File: src/rtl/lsu_ctrl_if.sv
// Execute-side request, data-memory bus and writeback response of the load/store unit.
// The master side drives requests and plays memory; the slave side is the LSU.
interface lsu_ctrl_if;
  logic        req_valid;
  logic        req_ready;
  logic [31:0] addr_in;
  logic [31:0] store_data_in;
  logic        mem_rd;
  logic        mem_wr;
  logic [2:0]  funct3;
  logic        mem_req;
  logic        mem_we;
  logic [31:0] mem_addr;
  logic [3:0]  mem_be;
  logic [31:0] mem_wdata;
  logic        mem_ack;
  logic [31:0] mem_rdata;
  logic        resp_valid;
  logic [31:0] load_data_out;
  logic        misalign_err;
  logic        bus_err;

  modport master (
    output req_valid, addr_in, store_data_in, mem_rd, mem_wr, funct3, mem_ack, mem_rdata,
    input  req_ready, mem_req, mem_we, mem_addr, mem_be, mem_wdata,
           resp_valid, load_data_out, misalign_err, bus_err
  );

  modport slave (
    input  req_valid, addr_in, store_data_in, mem_rd, mem_wr, funct3, mem_ack, mem_rdata,
    output req_ready, mem_req, mem_we, mem_addr, mem_be, mem_wdata,
           resp_valid, load_data_out, misalign_err, bus_err
  );
endinterface

File: src/rtl/lsu_ctrl.sv
// RV32 load/store unit: single-outstanding memory transaction with lane steering,
// load extension, alignment checking and a bus timeout.
module lsu_ctrl #(
  parameter int DATA_WIDTH     = 32,
  parameter int TIMEOUT_CYCLES = 255
) (
  input  logic      clk,
  input  logic      rst,
  lsu_ctrl_if.slave bus
);

  typedef enum logic [1:0] {IDLE, ACCESS, RESP} state_t;

  localparam logic [7:0] TIMEOUT_LAST = 8'(TIMEOUT_CYCLES - 1);

  state_t                  state_reg, state_next;
  logic [DATA_WIDTH-1:0]   mem_addr_reg;
  logic [DATA_WIDTH-1:0]   mem_wdata_reg;
  logic [3:0]              mem_be_reg;
  logic                    mem_we_reg;
  logic [1:0]              addr_lo_reg;
  logic [2:0]              funct3_reg;
  logic                    is_load_reg;
  logic [DATA_WIDTH-1:0]   load_data_reg;
  logic                    misalign_reg;
  logic                    bus_err_reg;
  logic [7:0]              cnt_reg;

  logic [1:0]              size;
  logic                    legal_f3;
  logic                    illegal_req;
  logic                    accept;
  logic                    timeout_hit;
  logic [3:0]              be_req;
  logic [DATA_WIDTH-1:0]   wdata_req;
  logic [DATA_WIDTH-1:0]   rdata_shift;
  logic [DATA_WIDTH-1:0]   load_ext;

  assign size        = bus.funct3[1:0];
  // Stores have no unsigned variants; loads reject size 11 and unsigned word.
  assign legal_f3    = bus.mem_wr ? (!bus.funct3[2] && size != 2'b11)
                                  : (size != 2'b11 && !(bus.funct3[2] && bus.funct3[1]));
  assign illegal_req = (bus.mem_rd && bus.mem_wr) || !legal_f3
                    || (size == 2'b01 && bus.addr_in[0])
                    || (size == 2'b10 && bus.addr_in[1:0] != 2'b00);
  assign accept      = (state_reg == IDLE) && bus.req_valid && (bus.mem_rd || bus.mem_wr);
  assign timeout_hit = (cnt_reg == TIMEOUT_LAST);

  genvar gi;
  generate
    for (gi = 0; gi < 4; gi++) begin : g_lane
      assign be_req[gi] = (size == 2'b10)
                       || (size == 2'b01 && (bus.addr_in[1] == (gi >= 2)))
                       || (size == 2'b00 && bus.addr_in[1:0] == 2'(gi));
      assign wdata_req[8*gi +: 8] = (size == 2'b00) ? bus.store_data_in[7:0] :
                                    (size == 2'b01) ? bus.store_data_in[8*(gi%2) +: 8] :
                                                      bus.store_data_in[8*gi +: 8];
    end
  endgenerate

  assign rdata_shift = bus.mem_rdata >> {addr_lo_reg, 3'b000};

  always_comb begin
    load_ext = bus.mem_rdata;
    case (funct3_reg)
      3'b000:  load_ext = {{24{rdata_shift[7]}},  rdata_shift[7:0]};
      3'b001:  load_ext = {{16{rdata_shift[15]}}, rdata_shift[15:0]};
      3'b100:  load_ext = {24'd0, rdata_shift[7:0]};
      3'b101:  load_ext = {16'd0, rdata_shift[15:0]};
      default: load_ext = bus.mem_rdata;
    endcase
  end

  always_comb begin
    state_next = state_reg;
    case (state_reg)
      IDLE:    if (accept) state_next = illegal_req ? RESP : ACCESS;
      ACCESS:  if (bus.mem_ack || timeout_hit) state_next = RESP;
      RESP:    state_next = IDLE;
      default: state_next = IDLE;
    endcase
  end

  always_ff @(posedge clk) begin
    if (rst) begin
      state_reg     <= IDLE;
      mem_addr_reg  <= '0;
      mem_wdata_reg <= '0;
      mem_be_reg    <= '0;
      mem_we_reg    <= 1'b0;
      addr_lo_reg   <= '0;
      funct3_reg    <= '0;
      is_load_reg   <= 1'b0;
      load_data_reg <= '0;
      misalign_reg  <= 1'b0;
      bus_err_reg   <= 1'b0;
      cnt_reg       <= '0;
    end else begin
      state_reg <= state_next;
      case (state_reg)
        IDLE: begin
          if (accept) begin
            load_data_reg <= '0;
            misalign_reg  <= illegal_req;
            bus_err_reg   <= 1'b0;
            cnt_reg       <= '0;
            if (!illegal_req) begin
              mem_addr_reg  <= {bus.addr_in[31:2], 2'b00};
              mem_wdata_reg <= wdata_req;
              mem_be_reg    <= be_req;
              mem_we_reg    <= bus.mem_wr;
              addr_lo_reg   <= bus.addr_in[1:0];
              funct3_reg    <= bus.funct3;
              is_load_reg   <= bus.mem_rd;
            end
          end
        end
        ACCESS: begin
          // An ack arriving on the timeout edge still completes normally.
          if (bus.mem_ack) begin
            load_data_reg <= is_load_reg ? load_ext : '0;
          end else if (timeout_hit) begin
            bus_err_reg   <= 1'b1;
            load_data_reg <= '0;
          end else begin
            cnt_reg <= cnt_reg + 8'd1;
          end
        end
        RESP: begin
          misalign_reg <= 1'b0;
          bus_err_reg  <= 1'b0;
        end
        default: ;
      endcase
    end
  end

  assign bus.req_ready     = (state_reg == IDLE);
  assign bus.mem_req       = (state_reg == ACCESS);
  assign bus.resp_valid    = (state_reg == RESP);
  assign bus.mem_we        = mem_we_reg;
  assign bus.mem_addr      = mem_addr_reg;
  assign bus.mem_be        = mem_be_reg;
  assign bus.mem_wdata     = mem_wdata_reg;
  assign bus.load_data_out = load_data_reg;
  assign bus.misalign_err  = misalign_reg;
  assign bus.bus_err       = bus_err_reg;

endmodule

File: src/flat_wrapper.sv
// flat-port wrapper written by rule: the top's interface ports become plain ports
module lsu_ctrl_flat 
#(
  parameter int DATA_WIDTH     = 32,
  parameter int TIMEOUT_CYCLES = 255
)
  (clk, rst, bus_req_valid, bus_addr_in, bus_store_data_in, bus_mem_rd, bus_mem_wr, bus_funct3, bus_mem_ack, bus_mem_rdata, bus_req_ready, bus_mem_req, bus_mem_we, bus_mem_addr, bus_mem_be, bus_mem_wdata, bus_resp_valid, bus_load_data_out, bus_misalign_err, bus_bus_err);
  lsu_ctrl_if bus_i ();
  input  logic clk;
  input  logic rst;
  input wire logic [$bits(bus_i.req_valid)-1:0] bus_req_valid;
  input wire logic [$bits(bus_i.addr_in)-1:0] bus_addr_in;
  input wire logic [$bits(bus_i.store_data_in)-1:0] bus_store_data_in;
  input wire logic [$bits(bus_i.mem_rd)-1:0] bus_mem_rd;
  input wire logic [$bits(bus_i.mem_wr)-1:0] bus_mem_wr;
  input wire logic [$bits(bus_i.funct3)-1:0] bus_funct3;
  input wire logic [$bits(bus_i.mem_ack)-1:0] bus_mem_ack;
  input wire logic [$bits(bus_i.mem_rdata)-1:0] bus_mem_rdata;
  output wire logic [$bits(bus_i.req_ready)-1:0] bus_req_ready;
  output wire logic [$bits(bus_i.mem_req)-1:0] bus_mem_req;
  output wire logic [$bits(bus_i.mem_we)-1:0] bus_mem_we;
  output wire logic [$bits(bus_i.mem_addr)-1:0] bus_mem_addr;
  output wire logic [$bits(bus_i.mem_be)-1:0] bus_mem_be;
  output wire logic [$bits(bus_i.mem_wdata)-1:0] bus_mem_wdata;
  output wire logic [$bits(bus_i.resp_valid)-1:0] bus_resp_valid;
  output wire logic [$bits(bus_i.load_data_out)-1:0] bus_load_data_out;
  output wire logic [$bits(bus_i.misalign_err)-1:0] bus_misalign_err;
  output wire logic [$bits(bus_i.bus_err)-1:0] bus_bus_err;
  assign bus_i.req_valid = bus_req_valid;
  assign bus_i.addr_in = bus_addr_in;
  assign bus_i.store_data_in = bus_store_data_in;
  assign bus_i.mem_rd = bus_mem_rd;
  assign bus_i.mem_wr = bus_mem_wr;
  assign bus_i.funct3 = bus_funct3;
  assign bus_i.mem_ack = bus_mem_ack;
  assign bus_i.mem_rdata = bus_mem_rdata;
  assign bus_req_ready = bus_i.req_ready;
  assign bus_mem_req = bus_i.mem_req;
  assign bus_mem_we = bus_i.mem_we;
  assign bus_mem_addr = bus_i.mem_addr;
  assign bus_mem_be = bus_i.mem_be;
  assign bus_mem_wdata = bus_i.mem_wdata;
  assign bus_resp_valid = bus_i.resp_valid;
  assign bus_load_data_out = bus_i.load_data_out;
  assign bus_misalign_err = bus_i.misalign_err;
  assign bus_bus_err = bus_i.bus_err;
  lsu_ctrl #(.DATA_WIDTH(DATA_WIDTH), .TIMEOUT_CYCLES(TIMEOUT_CYCLES)) u_core (.clk(clk), .rst(rst), .bus(bus_i));
endmodule
File: config.mk
export PLATFORM = sky130hd
export DESIGN_NAME = lsu_ctrl_flat
export DESIGN_NICKNAME = d
export VERILOG_FILES = /design/src/rtl/lsu_ctrl_if.sv /design/src/rtl/lsu_ctrl.sv /design/src/flat_wrapper.sv
export SDC_FILE = /design/constraint.sdc
export NUM_CORES = 1
export LEC_CHECK = 0
export BUFFER_PORTS_ARGS = -buffer_cell sky130_fd_sc_hd__buf_2
export CAP_MARGIN = 20
export CELL_PAD_IN_SITES_DETAIL_PLACEMENT = 2
export CELL_PAD_IN_SITES_GLOBAL_PLACEMENT = 2
export CORE_ASPECT_RATIO = 0.8
export CORE_MARGIN = 3
export CORE_UTILIZATION = 28
export DETAILED_ROUTE_END_ITERATION = 16
export GPL_TIMING_DRIVEN = 0
export PLACE_DENSITY = 0.82
export SETUP_SLACK_MARGIN = 0.5
export SLEW_MARGIN = 20
export SYNTH_ARGS = -nofsm -noshare
export SYNTH_HDL_FRONTEND = slang
export SYNTH_SLANG_ARGS = --single-unit
File: constraint.sdc
create_clock -name clk -period 2.5 [get_ports clk]
set_input_delay 0 -clock clk [delete_from_list [all_inputs] [get_ports clk]]
set_output_delay 0 -clock clk [all_outputs]
set_load 0.02 [all_outputs]
# After elaboration in Yosys (flattened, before gate mapping)
# Index checks and enable logic that the tools add are counted.
[totals]
ff_bits = 117
out_inout_bits = 106
word_cells = 102
[classes]
n_addsub = 1
eq_ne = 18
shifts = 1
mux = 26
bitwise_logic = 2
n_reduce_logical = 42
[ops]
columns = ["cell", "n"]
rows = [
  ["two-way mux 32 bit", 4],
  ["one-hot mux 32 bit (4 select lines)", 1],
  ["two-way mux 8 bit", 8],
  ["one-hot mux 32 bit (2 select lines)", 1],
  ["right shift 32 x 5 -> 16 bit", 1],
  ["one-hot mux 8 bit (2 select lines)", 1],
  ["logical AND 1 bit", 14],
  ["logical OR 1 bit", 11],
  ["adder 8 x 1 -> 8 bit, second input constant", 1],
  ["== test 2 bit, second input constant", 4],
  ["== test 8 bit, second input constant", 1],
  ["AND reduction 4 bit", 2],
  ["== test 2 x 1 -> 1 bit, second input constant", 3],
  ["== test 3 bit, second input constant", 2],
  ["zero test 2 bit", 3],
  ["two-way mux 2 bit", 3],
  ["inequality test 2 x 1 -> 1 bit, second input constant", 3],
  ["inequality test 2 bit, second input constant", 3],
  ["AND reduction 3 bit", 2],
  ["nonzero test 2 bit", 3],
  ["two-way mux 1 bit", 5],
  ["one-hot mux 2 bit (2 select lines)", 1],
  ["AND reduction 2 bit", 2],
  ["== test 3 x 1 -> 1 bit, second input constant", 1],
  ["7 further kinds", 10],
]

# Longest topological paths before layout
# Gate-level depths: netlist of run 1.
[logic_depth]
depth_word = 11
mapped_depth = 8
depth_no_buf = 6

# Worst setup path after synthesis of run 1
# OpenSTA, ideal clock, no wires.
[synth_timing]
kind = "reg2reg"
start = "register u_core.state_reg[1]"
end = "register u_core.mem_wdata_reg[15], in the netlist u_core.bus.mem_wdata[15]"
setup_time_ns = 0.142
t_arrival_ns = 1.825
setup_slack_ns = 0.533
stages_incl_launch_ff = 7
cell_sequence = "dfxtp_1 > clkbuf_1 > nor2_1 > nand2_1 > nor3_2 > clkbuf_1 > a311oi_1"
[synth_via]
elab_chain_len = 4
[synth_rtl]
columns = ["element", "line", "rtl"]
rows = [
  ["start: declaration", "lsu_ctrl.sv:16", "state_t state_reg, state_next;"],
  ["start signal: assignment", "lsu_ctrl.sv:99", "state_reg <= state_next;"],
  ["zero test 2 bit (*)", "-", ""],
  ["net bus_req_ready", "flat_wrapper.sv:19", "output wire logic [$bits(bus_i.req_ready)-1:0] bus_req_ready;"],
  ["logical AND 1 bit (2 in series)", "lsu_ctrl.sv:46", "assign accept = (state_reg == IDLE) && bus.req_valid && (bus.mem_rd || bus.mem_wr);"],
  ["AND reduction 3 bit (no line) (*)", "-", ""],
  ["end signal: assignment", "lsu_ctrl.sv:109", "mem_wdata_reg <= wdata_req;"],
  ["end: declaration", "lsu_ctrl.sv:18", "logic [DATA_WIDTH-1:0] mem_wdata_reg;"],
]
# The timed path passes the listed nets; every way through them passes the cells marked *.
# A chain may end at the register's enable or synchronous reset.

# Worst setup path after layout of run 1
[layout_timing]
start = "register u_core.addr_lo_reg[0]"
end = "register u_core.load_data_reg[28], in the netlist u_core.bus.load_data_out[28]"
[layout_via]
elab_chain_len = 5
[layout_rtl]
columns = ["element", "line", "rtl"]
rows = [
  ["start: declaration", "lsu_ctrl.sv:21", "logic [1:0] addr_lo_reg;"],
  ["start signal: assignment", "lsu_ctrl.sv:112", "addr_lo_reg <= bus.addr_in[1:0];"],
  ["right shift 32 x 5 -> 16 bit", "lsu_ctrl.sv:61", "assign rdata_shift = bus.mem_rdata >> {addr_lo_reg, 3'b000};"],
  ["one-hot mux 32 bit (4 select lines)", "lsu_ctrl.sv:65", "case (funct3_reg)"],
  ["two-way mux 32 bit", "lsu_ctrl.sv:121", "load_data_reg <= is_load_reg ? load_ext : '0;"],
  ["two-way mux 32 bit", "lsu_ctrl.sv:120", "if (bus.mem_ack) begin"],
  ["one-hot mux 32 bit (2 select lines)", "lsu_ctrl.sv:100", "case (state_reg)"],
  ["end signal: assignment", "lsu_ctrl.sv:121", ""],
  ["end: declaration", "lsu_ctrl.sv:24", "logic [DATA_WIDTH-1:0] load_data_reg;"],
]
# No other way between the ends.

==> results by group, run 1 <==
Setup path
  • R2R cell count: 7
  • Slowest stage delay, CP: 0.52 ns
  • Critical path's slowest cell: mux4_2
  • R2R setup slack: 0.17 ns
  • Worst Path Required: 2.83 ns
  • Reg2reg end: u_core.bus.load_data_out[28]$_SDFFE_PP0P_
  • Critical path class: reg -> reg
  • CP Data Arrival Time: 2.67 ns
  • Crit-path cells: buf_6, mux2i_1, mux4_2, or4b_4, buf_8, clkbuf_16, a31oi_1
  • Crit. End Element: flop
  • Startpoint types: flop
  • CP Max Fanout: 6
  • Worst r2r src: u_core.addr_lo_reg[0]$_SDFFE_PP0P_

Clock network
  • Clock tree buffer depth: 2
  • Clk slew on worst S/H paths: 0.07 ns
  • CTS tree: built
  • Clock root buffer: clkbuf_16
  • Clock sink count: 117
  • Clk_lat worst skew: approximately 0.44 ns
  • TritonCTS buffer count: 17
  • H-tree level count: 4

Detailed routing
  • Total routed wirelength: 36400 um
  • DR iter-0 viols: 790
  • Vias per cell: 5.96
  • Routed Antenna Nets: 0
  • Wire per inst: 28.6 um
  • Drt drc: 0
  • DRT Pass-1 Iters: 5
  • DR vias: 7603

Pwr
  • Pwr/cell area: 641 nW/um^2
  • Largest vdd supply drop: 426 uV
  • Power Total: 5.77 mW
  • P_leak: 3.62 nW

Finish
  • Multi-input gate area: 3230 um^2
  • Finished Cell Area: 9000 um^2
  • Most frequent cells in the layout: buf_2 (206), dfxtp_1 (115), dlygate4sd3_1 (88)
  • Register area: 2340 um^2
  • Commonest non-fill, non-tap cell in the layout: buf_2
  • Fin util: ~45%
  • Nets: ~1100
  • Fillcell total: 2198
  • Layout cells sized above 1: 31.4%
  • Area delta synth->final: 56.3%

Worst hold path
  • Hold path cells: 3
  • Hold path startpoint: bus_mem_rdata[10]
  • Worst hold path class: in -> reg
  • Hold path endpoint: u_core.bus.load_data_out[10]$_SDFFE_PP0P_

Logic synthesis
  • Post-synth EDFFs: 0
  • Top cells by area, synth: dfxtp_1 (41%), o31ai_1 (5.7%), a21oi_1 (5.1%), clkbuf_1 (5.0%), nand4_1 (4.9%)
  • Area leader, netlist: dfxtp_1
  • Distinct cells, synth: between 50 and 60
  • Main flop type after synthesis: dfxtp_1
  • Synthesized flop and latch total: 117
  • Sequential area share after synthesis: between 40% and 50%
  • Synth top area share: 40.7%
  • Number of synthesis warnings: 0
  • Synth Area in Adders: 0.435%
  • Simple-gate share of the synthesized area: approximately 14%
  • Syn_area_per_cell: 8.57 um^2
  • Largest family of logic cells by synthesized area: compound AO/OA/AOI/OAI gates
  • Post-synthesis instance total: roughly 670
  • Compound-Gate Fraction of Synth Area: 31.2%
  • FFs w/ async S/R, synth: 0%
  • Syn Std Cell Area: 5760 um^2
  • Mux cell area share after synthesis: 6.15%
  • Synth Area in XOR/XNOR: less than 1%

Die
  • Die X: around 170 um
  • Die span in y: 134 um
  • Core Area: 20000 um^2
  • # rows: 46
  • Initial core utilization: about 29%
  • IO Count: 211
  • Die ar.: 22300 um^2

Timing
  • # setup viols final: 0
  • Final Max Tran Viols: 0
  • Max transition margin: 34.3%
  • Fmax: 429 MHz
  • Final setup margin: 0.167 ns
  • Measured slew at the worst slew-check pin: 0.985 ns
  • RSZ-0062 raised after global routing: yes
  • Crit share post-route: 93.3%
  • Skew final: approximately 0.015 ns
  • Post-route minimum period: 2.33 ns
  • Final Hold Vio Count: 0

Place
  • Dpl hpwl: 20100 um
  • Global placement routability congestion: 0.833
  • Port Buffers: 204
  • Dpl cell area: 7120 um^2
  • Setup WS pre-CTS: 0.0278 ns

Global route
  • Initial antenna violation count: 2
  • Vias in the first global route: 8023
  • Total grt overflow: 0
  • First-pass GRT wire length: 50500 um
  • Largest net degree at the start of global routing: 17
  • GRT Util Overall: slightly below 30%

Run status
  • Status: finished, final reports clean

Flow run
  • Max-cap violations: 0
-- Yosys cell counts, drive strengths merged, types with 11 or more instances --
cell type	count
o31ai	44
nand4	45
o21ai	47
inv	11
mux2i	23
a31oi	32
o2bb2ai	15
dfxtp	117
o211ai	16
nand2	34
a21oi	59
nand2b	17
nor4	11
nor2	14
clkbuf	77
-- where the power goes --
group | leakage, nW | switching [mW] | total (mW) | internal (mW)
Combinational | 2.35 | 0.669 | 1.02 | 0.355
Clock | 0.316 | 1.02 | 2.79 | 1.77
Sequential | 0.948 | 0.0400 | 1.96 | 1.92
-- layer usage --
metal / GRT usage, % / part of all wire [%] / vias up
li1: - / - / 3239
met4: 11.0 / 4.7 / 0
met2: 48.6 / 48 / 409
met1: 37.0 / 41 / 3834
met3: 6.25 / 6.2 / 121
met5: 0 / 0 / -
-- repair_timing --
action,in CTS,in global routing
resized for setup,27,50
cloned,0,1
pin swaps,2,5
hold buffers,88,0
hold endpoints to repair,88,0
setup buffers,3,9
endpoints found under the setup margin,94,90
-- area by class of cell --
cell class                 count  share of cell area (%)
timing repair buffer         305                    22.5
sequential                   117                    26.1
buffer                        83                    4.31
clock buffer                  22                    5.38
clock inverter                 9                    1.65
antenna                        2                  0.0556
multi-input combinational    461                    35.9
tap                          264                    3.67
inverter                      12                   0.501
-- worst max path at each step --
stage                                        from                                         to  slack (ns)  depth (start not counted)
2_1_floorplan    u_core.state_reg[1]$_SDFFE_PP0P_      u_core.bus.mem_wdata[15]$_SDFFE_PP0P_        0.53                          6
3_3_place_gp     u_core.state_reg[1]$_SDFFE_PP0P_      u_core.bus.mem_wdata[29]$_SDFFE_PP0P_       -0.24                          5
3_5_place_dp     u_core.state_reg[1]$_SDFFE_PP0P_  u_core.bus.load_data_out[25]$_SDFFE_PP0P_        0.03                          8
4_1_cts        u_core.addr_lo_reg[0]$_SDFFE_PP0P_  u_core.bus.load_data_out[23]$_SDFFE_PP0P_        0.41                          7
5_1_grt        u_core.addr_lo_reg[0]$_SDFFE_PP0P_  u_core.bus.load_data_out[28]$_SDFFE_PP0P_        0.12                          7
6_report       u_core.addr_lo_reg[0]$_SDFFE_PP0P_  u_core.bus.load_data_out[28]$_SDFFE_PP0P_        0.17                          7
-- logic make-up after synthesis --
logic type	after synthesis
AO/OA/AOI/OAI	271
AND/OR/NAND/NOR	149
flip-flops	117
buffers and inverters	95
multiplexers	33
XOR/XNOR	4
adder cells (fa/ha/maj)	2
other	1
-- critical path: cells and delay by family, from the launching register on --
family | cells | cell delay (ns)
AOI/OAI and AO/OA | 1 | 0.21
buffers and inverters | 3 | 0.46
DFF | 1 | 0.32
muxes | 2 | 0.71
and+or+nand+nor | 1 | 0.51
-- through the flow --
step / cells / setup TNS (ns) / hold WS, ns
floorplan: 673 / 0 / 0.150
global placement: 1141 / -1.99 / 0.263
detailed placement: 1141 / 0 / 0.271
CTS: 1263 / 0 / 0.0102
global route: 1275 / 0 / 0.0476
finish: 1275 / 0 / 0.0159
(Power assumes the default switching activity.)
==> inputs of run 2 (changes only) <==
--- a/config.mk
+++ b/config.mk
@@ -15,6 +15,7 @@
 export DETAILED_ROUTE_END_ITERATION = 16
 export GPL_TIMING_DRIVEN = 0
 export PLACE_DENSITY = 0.82
+export RECOVER_POWER = 100
 export SETUP_SLACK_MARGIN = 0.5
 export SLEW_MARGIN = 20
 export SYNTH_ARGS = -nofsm -noshare
==> results by group, run 2 (synthesized netlist as in run 1, its figures left out) <==
Timing
  • Final Max Tran Viols: 0
  • Fmax: 417 MHz
  • Measured slew at the worst slew-check pin: 0.933 ns
  • Skew final: 0.0199 ns
  • RSZ-0062 raised after global routing: yes
  • Post-route minimum period: 2.40 ns
  • Final Hold Vio Count: 0
  • # setup viols final: 0
  • Setup_tns: 0 ns
  • Crit share post-route: 96.0%
  • Max transition margin: between 30% and 40%

Clock network
  • Clock tree buffer depth: 2
  • TritonCTS buffer count: 17
  • Clock root buffer: clkbuf_16
  • Clock sink count: 117
  • H-tree level count: 4
  • Clk_lat worst skew: around 0.44 ns
  • CTS tree: built
  • Clk slew on worst S/H paths: 0.07 ns

Global route
  • Initial antenna violation count: 2
  • Vias in the first global route: 8023
  • Global route hottest layer: met2
  • Grt met1 use: 37.0%
  • Total grt overflow: 0
  • Largest net degree at the start of global routing: 17
  • First-pass GRT wire length: between 50000 and 60000 um
  • GR Util met2: between 40% and 50%
  • M3 GR Usage: 6.25%
  • GRT Util Overall: 29.0%

Detailed routing
  • Vias per cell: 6.02
  • Routed Antenna Nets: 0
  • Wire per inst: 28.7 um
  • DR iter-0 viols: 842
  • DR vias: 7677
  • Total routed wirelength: 36600 um
  • Drt drc: 0
  • DRT Pass-1 Iters: 5

Die
  • # rows: 46
  • Die X: approximately 170 um
  • Initial core utilization: 28.7%
  • Die span in y: 134 um
  • IO Count: between 200 and 250
  • Die ar.: 22300 um^2
  • Core Area: between 20000 and 25000 um^2

Setup path
  • Worst r2r src: u_core.addr_lo_reg[0]$_SDFFE_PP0P_
  • CP Data Arrival Time: roughly 2.7 ns
  • Worst Path Required: 2.82 ns
  • Critical path class: reg -> reg
  • Startpoint types: flop
  • Reg2reg end: u_core.bus.load_data_out[28]$_SDFFE_PP0P_
  • CP Max Fanout: 6
  • Crit. End Element: flop
  • R2R cell count: 7
  • R2R setup slack: 0.10 ns
  • Crit path from: u_core.addr_lo_reg[0]$_SDFFE_PP0P_
  • CP Capture Point: u_core.bus.load_data_out[28]$_SDFFE_PP0P_

Pwr
  • Largest vdd supply drop: roughly 420 uV
  • Pwr/cell area: 656 nW/um^2
  • Power Total: 5.73 mW
  • P_leak: 3.15 nW

Worst hold path
  • Worst hold path class: in -> reg

Finish
  • Fillcell total: 2276
  • Area delta synth->final: 51.8%
  • Finished Cell Area: just under 9000 um^2
  • Nets: 1104
  • Fin util: 43.6%
  • Commonest non-fill, non-tap cell in the layout: clkbuf_1
  • Layout cells sized above 1: 19.5%
  • Most frequent cells in the layout: clkbuf_1 (164), dfxtp_1 (117), buf_2 (103)

Flow run
  • Max-cap violations: 0

Run status
  • Status: finished, final reports clean

Place
  • Port Buffers: 204
  • Global placement routability congestion: 0.833
  • Dpl hpwl: 20100 um
  • Dpl cell area: 7120 um^2
==> run 2: cell types whose count changed in the layout (fill, tap and decap cells not counted), sizes merged <==
cell,change
clkbuf,+106
diode,+1
buf,-106
==> run 2: critical path, cell delays in order, from the launching register on <==
cell and delay (ns):
dfxtp_1 0.32, buf_6 0.14, mux2i_1 0.19, mux4_2 0.53, or4b_1 0.54, buf_8 0.17, clkbuf_16 0.16, a31oi_1 0.23
==> run 2: report_power, final <==
part	leakage [nW]	internal (mW)	total, mW	switching [mW]
Combinational	1.88	0.336	1.00	0.665
Clock	0.316	1.77	2.78	1.01
Sequential	0.947	1.92	1.96	0.0405
Total	3.15	4.02	5.73	1.72
==> run 2: worst min-delay path by stage <==
stage	start	endpoint	slack, ns	cells past startpoint
2_1_floorplan	bus_funct3[2]	u_core.funct3_reg[2]$_SDFFE_PP0P_	0.15	2
3_3_place_gp	bus_addr_in[23]	u_core.bus.mem_addr[23]$_SDFFE_PP0P_	0.26	3
3_5_place_dp	bus_addr_in[16]	u_core.bus.mem_addr[16]$_SDFFE_PP0P_	0.27	3
4_1_cts	bus_mem_rdata[10]	u_core.bus.load_data_out[10]$_SDFFE_PP0P_	0.01	3
5_1_grt	bus_mem_rdata[10]	u_core.bus.load_data_out[10]$_SDFFE_PP0P_	0.06	3
6_report	bus_mem_rdata[10]	u_core.bus.load_data_out[10]$_SDFFE_PP0P_	0.04	3
==> run 2: cell type report <==
cell class / count / area (um^2) / area share, %
multi-input combinational: 461 / 3110 / 35.6
sequential: 117 / 2340 / 26.8
timing repair buffer: 305 / 1890 / 21.6
clock buffer: 22 / 484 / 5.54
buffer: 83 / 382 / 4.37
tap: 264 / 330 / 3.78
clock inverter: 9 / 149 / 1.70
inverter: 12 / 45.0 / 0.515
antenna: 3 / 7.51 / 0.0859
==> run 2: metrics by stage <==
stage	setup WS, ns	hold WS, ns	instances
final	0.101	0.0440	1276
after global routing	0.0703	0.0604	1276
after CTS	0.413	0.0102	1263
after detailed placement	0.0278	0.271	1141
after global placement	-0.241	0.263	1141
after floorplan	0.533	0.150	673
==> run 2: layer usage <==
metal  part of all wire [%]  vias up
li1                       -     3239
met1                     41     3857
met2                     48      443
met3                    6.9      138
met4                    4.7        0
met5                      0        -
==> run 2: what timing repair did <==
action                                  4_1_cts  5_1_grt
gates resized for setup                      27       50
pin swaps                                     2        5
hold endpoints to repair                     88        0
endpoints found under the setup margin       94       90
gates cloned                                  0        1
hold buffers                                 88        0
buffers inserted                              3        9
==> inputs of run 3 (changes only) <==
--- a/config.mk
+++ b/config.mk
@@ -11,10 +11,10 @@
 export CELL_PAD_IN_SITES_GLOBAL_PLACEMENT = 2
 export CORE_ASPECT_RATIO = 0.8
 export CORE_MARGIN = 3
-export CORE_UTILIZATION = 28
+export CORE_UTILIZATION = 30
 export DETAILED_ROUTE_END_ITERATION = 16
 export GPL_TIMING_DRIVEN = 0
-export PLACE_DENSITY = 0.82
+export PLACE_DENSITY = 0.87
 export RECOVER_POWER = 100
 export SETUP_SLACK_MARGIN = 0.5
 export SLEW_MARGIN = 20
==> constraint.sdc (replaced) <==
create_clock -name clk -period 3 [get_ports clk]
set_input_delay 0 -clock clk [delete_from_list [all_inputs] [get_ports clk]]
set_output_delay 0 -clock clk [all_outputs]
set_load 0.02 [all_outputs]
==> results by group, run 3 (synthesized netlist as in run 1, its figures left out) <==
Clock network
  • TritonCTS buffer count: 17
  • Clk slew on worst S/H paths: 0.06 ns
  • Clock sink count: 117
  • Post-CTS Setup Repair Bufs: 0
  • H-tree level count: 4
  • Clock tree buffer depth: 2
  • Clk_lat worst skew: 0.45 ns
  • Clock root buffer: clkbuf_16
  • CTS tree: built

Finish
  • Layout cells sized above 1: 16.8%
  • Fillcell total: about 2100
  • Multi-input gate area: ~3100 um^2
  • Nets: roughly 1100
  • Most frequent cells in the layout: clkbuf_1 (177), dfxtp_1 (117), buf_2 (99)
  • Fin util: 45.9%
  • Register area: 2340 um^2
  • Area delta synth->final: 47.3%
  • Commonest non-fill, non-tap cell in the layout: clkbuf_1

Detailed routing
  • DR vias: 7676
  • Wire per inst: ~29 um
  • DR iter-0 viols: 859
  • Vias per cell: 6.13
  • Routed Antenna Nets: 0
  • Drt drc: 0
  • DRT Pass-1 Iters: 5
  • Total routed wirelength: around 36000 um

Setup path
  • Startpoint types: flop
  • Worst Path Required: 3.34 ns
  • Crit. End Element: flop
  • R2R setup slack: a little under 0.4 ns
  • CP Data Arrival Time: about 3 ns
  • CP Max Fanout: 10
  • Critical path class: reg -> reg

Timing
  • Crit share post-route: 87.2%
  • RSZ-0062 raised after global routing: yes
  • Post-route minimum period: between 2 and 3 ns
  • Worst hold margin: 0.0275 ns
  • # setup viols final: 0
  • Final Hold Vio Count: 0
  • Setup_tns: 0 ns
  • Final Max Tran Viols: 0
  • Max transition margin: between 20% and 30%
  • Fmax: 382 MHz
  • Skew final: 0.0102 ns
  • Measured slew at the worst slew-check pin: 1.18 ns
  • Final setup margin: 0.384 ns

Place
  • Dpl hpwl: 20200 um
  • Setup WS pre-CTS: 0.555 ns
  • Port Buffers: ~200
  • Global placement routability congestion: 0.863

Global route
  • First-pass GRT wire length: 54100 um
  • Initial antenna violation count: 2
  • GRT Util Overall: about 34%
  • Largest net degree at the start of global routing: 17
  • Total grt overflow: 0
  • Vias in the first global route: between 8000 and 9000

Pwr
  • Pwr/cell area: 550 nW/um^2
  • Largest vdd supply drop: 318 uV
  • P_leak: 2.98 nW

Die
  • IO Count: between 200 and 250
  • Initial core utilization: approximately 31%
  • Die ar.: between 20000 and 25000 um^2
  • # rows: 44
  • Die X: around 160 um
  • Die span in y: approximately 130 um
  • Core Area: between 15000 and 20000 um^2

Flow run
  • Max-cap violations: 0

Worst hold path
  • Worst hold path class: in -> reg

Run status
  • Status: finished, final reports clean
## run 3: worst max-delay path: stages (launching register included)
cell and delay [ns]:
dfxtp_1 0.35, buf_6 0.17, mux2i_1 0.14, mux4_2 0.52
or4b_1 0.51, clkbuf_1 0.23, clkbuf_1 0.32, a31oi_1 0.28
## run 3: worst paths after layout
kind,from,end,depth (start not counted)
worst max-delay path,u_core.addr_lo_reg[0]$_SDFFE_PP0P_,u_core.bus.load_data_out[28]$_SDFFE_PP0P_,7
worst min register to register,u_core.bus.load_data_out[13]$_SDFFE_PP0P_,u_core.bus.load_data_out[13]$_SDFFE_PP0P_,1
worst min-delay path,bus_mem_rdata[15],u_core.bus.load_data_out[15]$_SDFFE_PP0P_,3
worst max register to register,u_core.addr_lo_reg[0]$_SDFFE_PP0P_,u_core.bus.load_data_out[28]$_SDFFE_PP0P_,7
## run 3: repair_timing
action / CTS / global route
gates resized for setup: 0 / 22
endpoints found under the setup margin: 0 / 66
endpoints found under the hold margin: 87 / 1
hold buffers: 86 / 1
## run 3: routing by layer
metal  wire length [um]  vias up  global-route usage (%)
met4               1520        2                    16.4
met2              17200      444                    57.2
met1              14900     3902                    41.4
met3               2800      125                    8.31
li1                   -     3203                       -
met5                 14        -                       0
## run 3: metrics by stage
step / power (mW) / std cells / instance area [um^2]
6_report: 4.67 / 1253 / 8480
5_1_grt: 4.78 / 1252 / 8480
4_1_cts: 4.57 / 1249 / 8590
3_5_place_dp: 2.31 / 1131 / 7110
3_3_place_gp: 2.29 / 1130 / 7100
2_1_floorplan: 2.02 / 673 / 5760
## run 3: final cells by class
class	instances	area share (%)
clock inverters	14	2.08
clock buffers	18	5.18
flip-flops and latches	117	27.6
well taps	253	3.73
inverters	12	0.531
plain buffers	83	3.97
repair buffers	292	20.8
multi-input cells	461	36.0
diodes	3	0.0885
## run 3: where the power goes
| group | switching, mW | internal (mW) | total, mW |
|---|---|---|---|
| clock | 0.873 | 1.33 | 2.21 |
| sequential | 0.0335 | 1.60 | 1.63 |
| combinational | 0.556 | 0.272 | 0.828 |
| total | 1.46 | 3.20 | 4.67 |
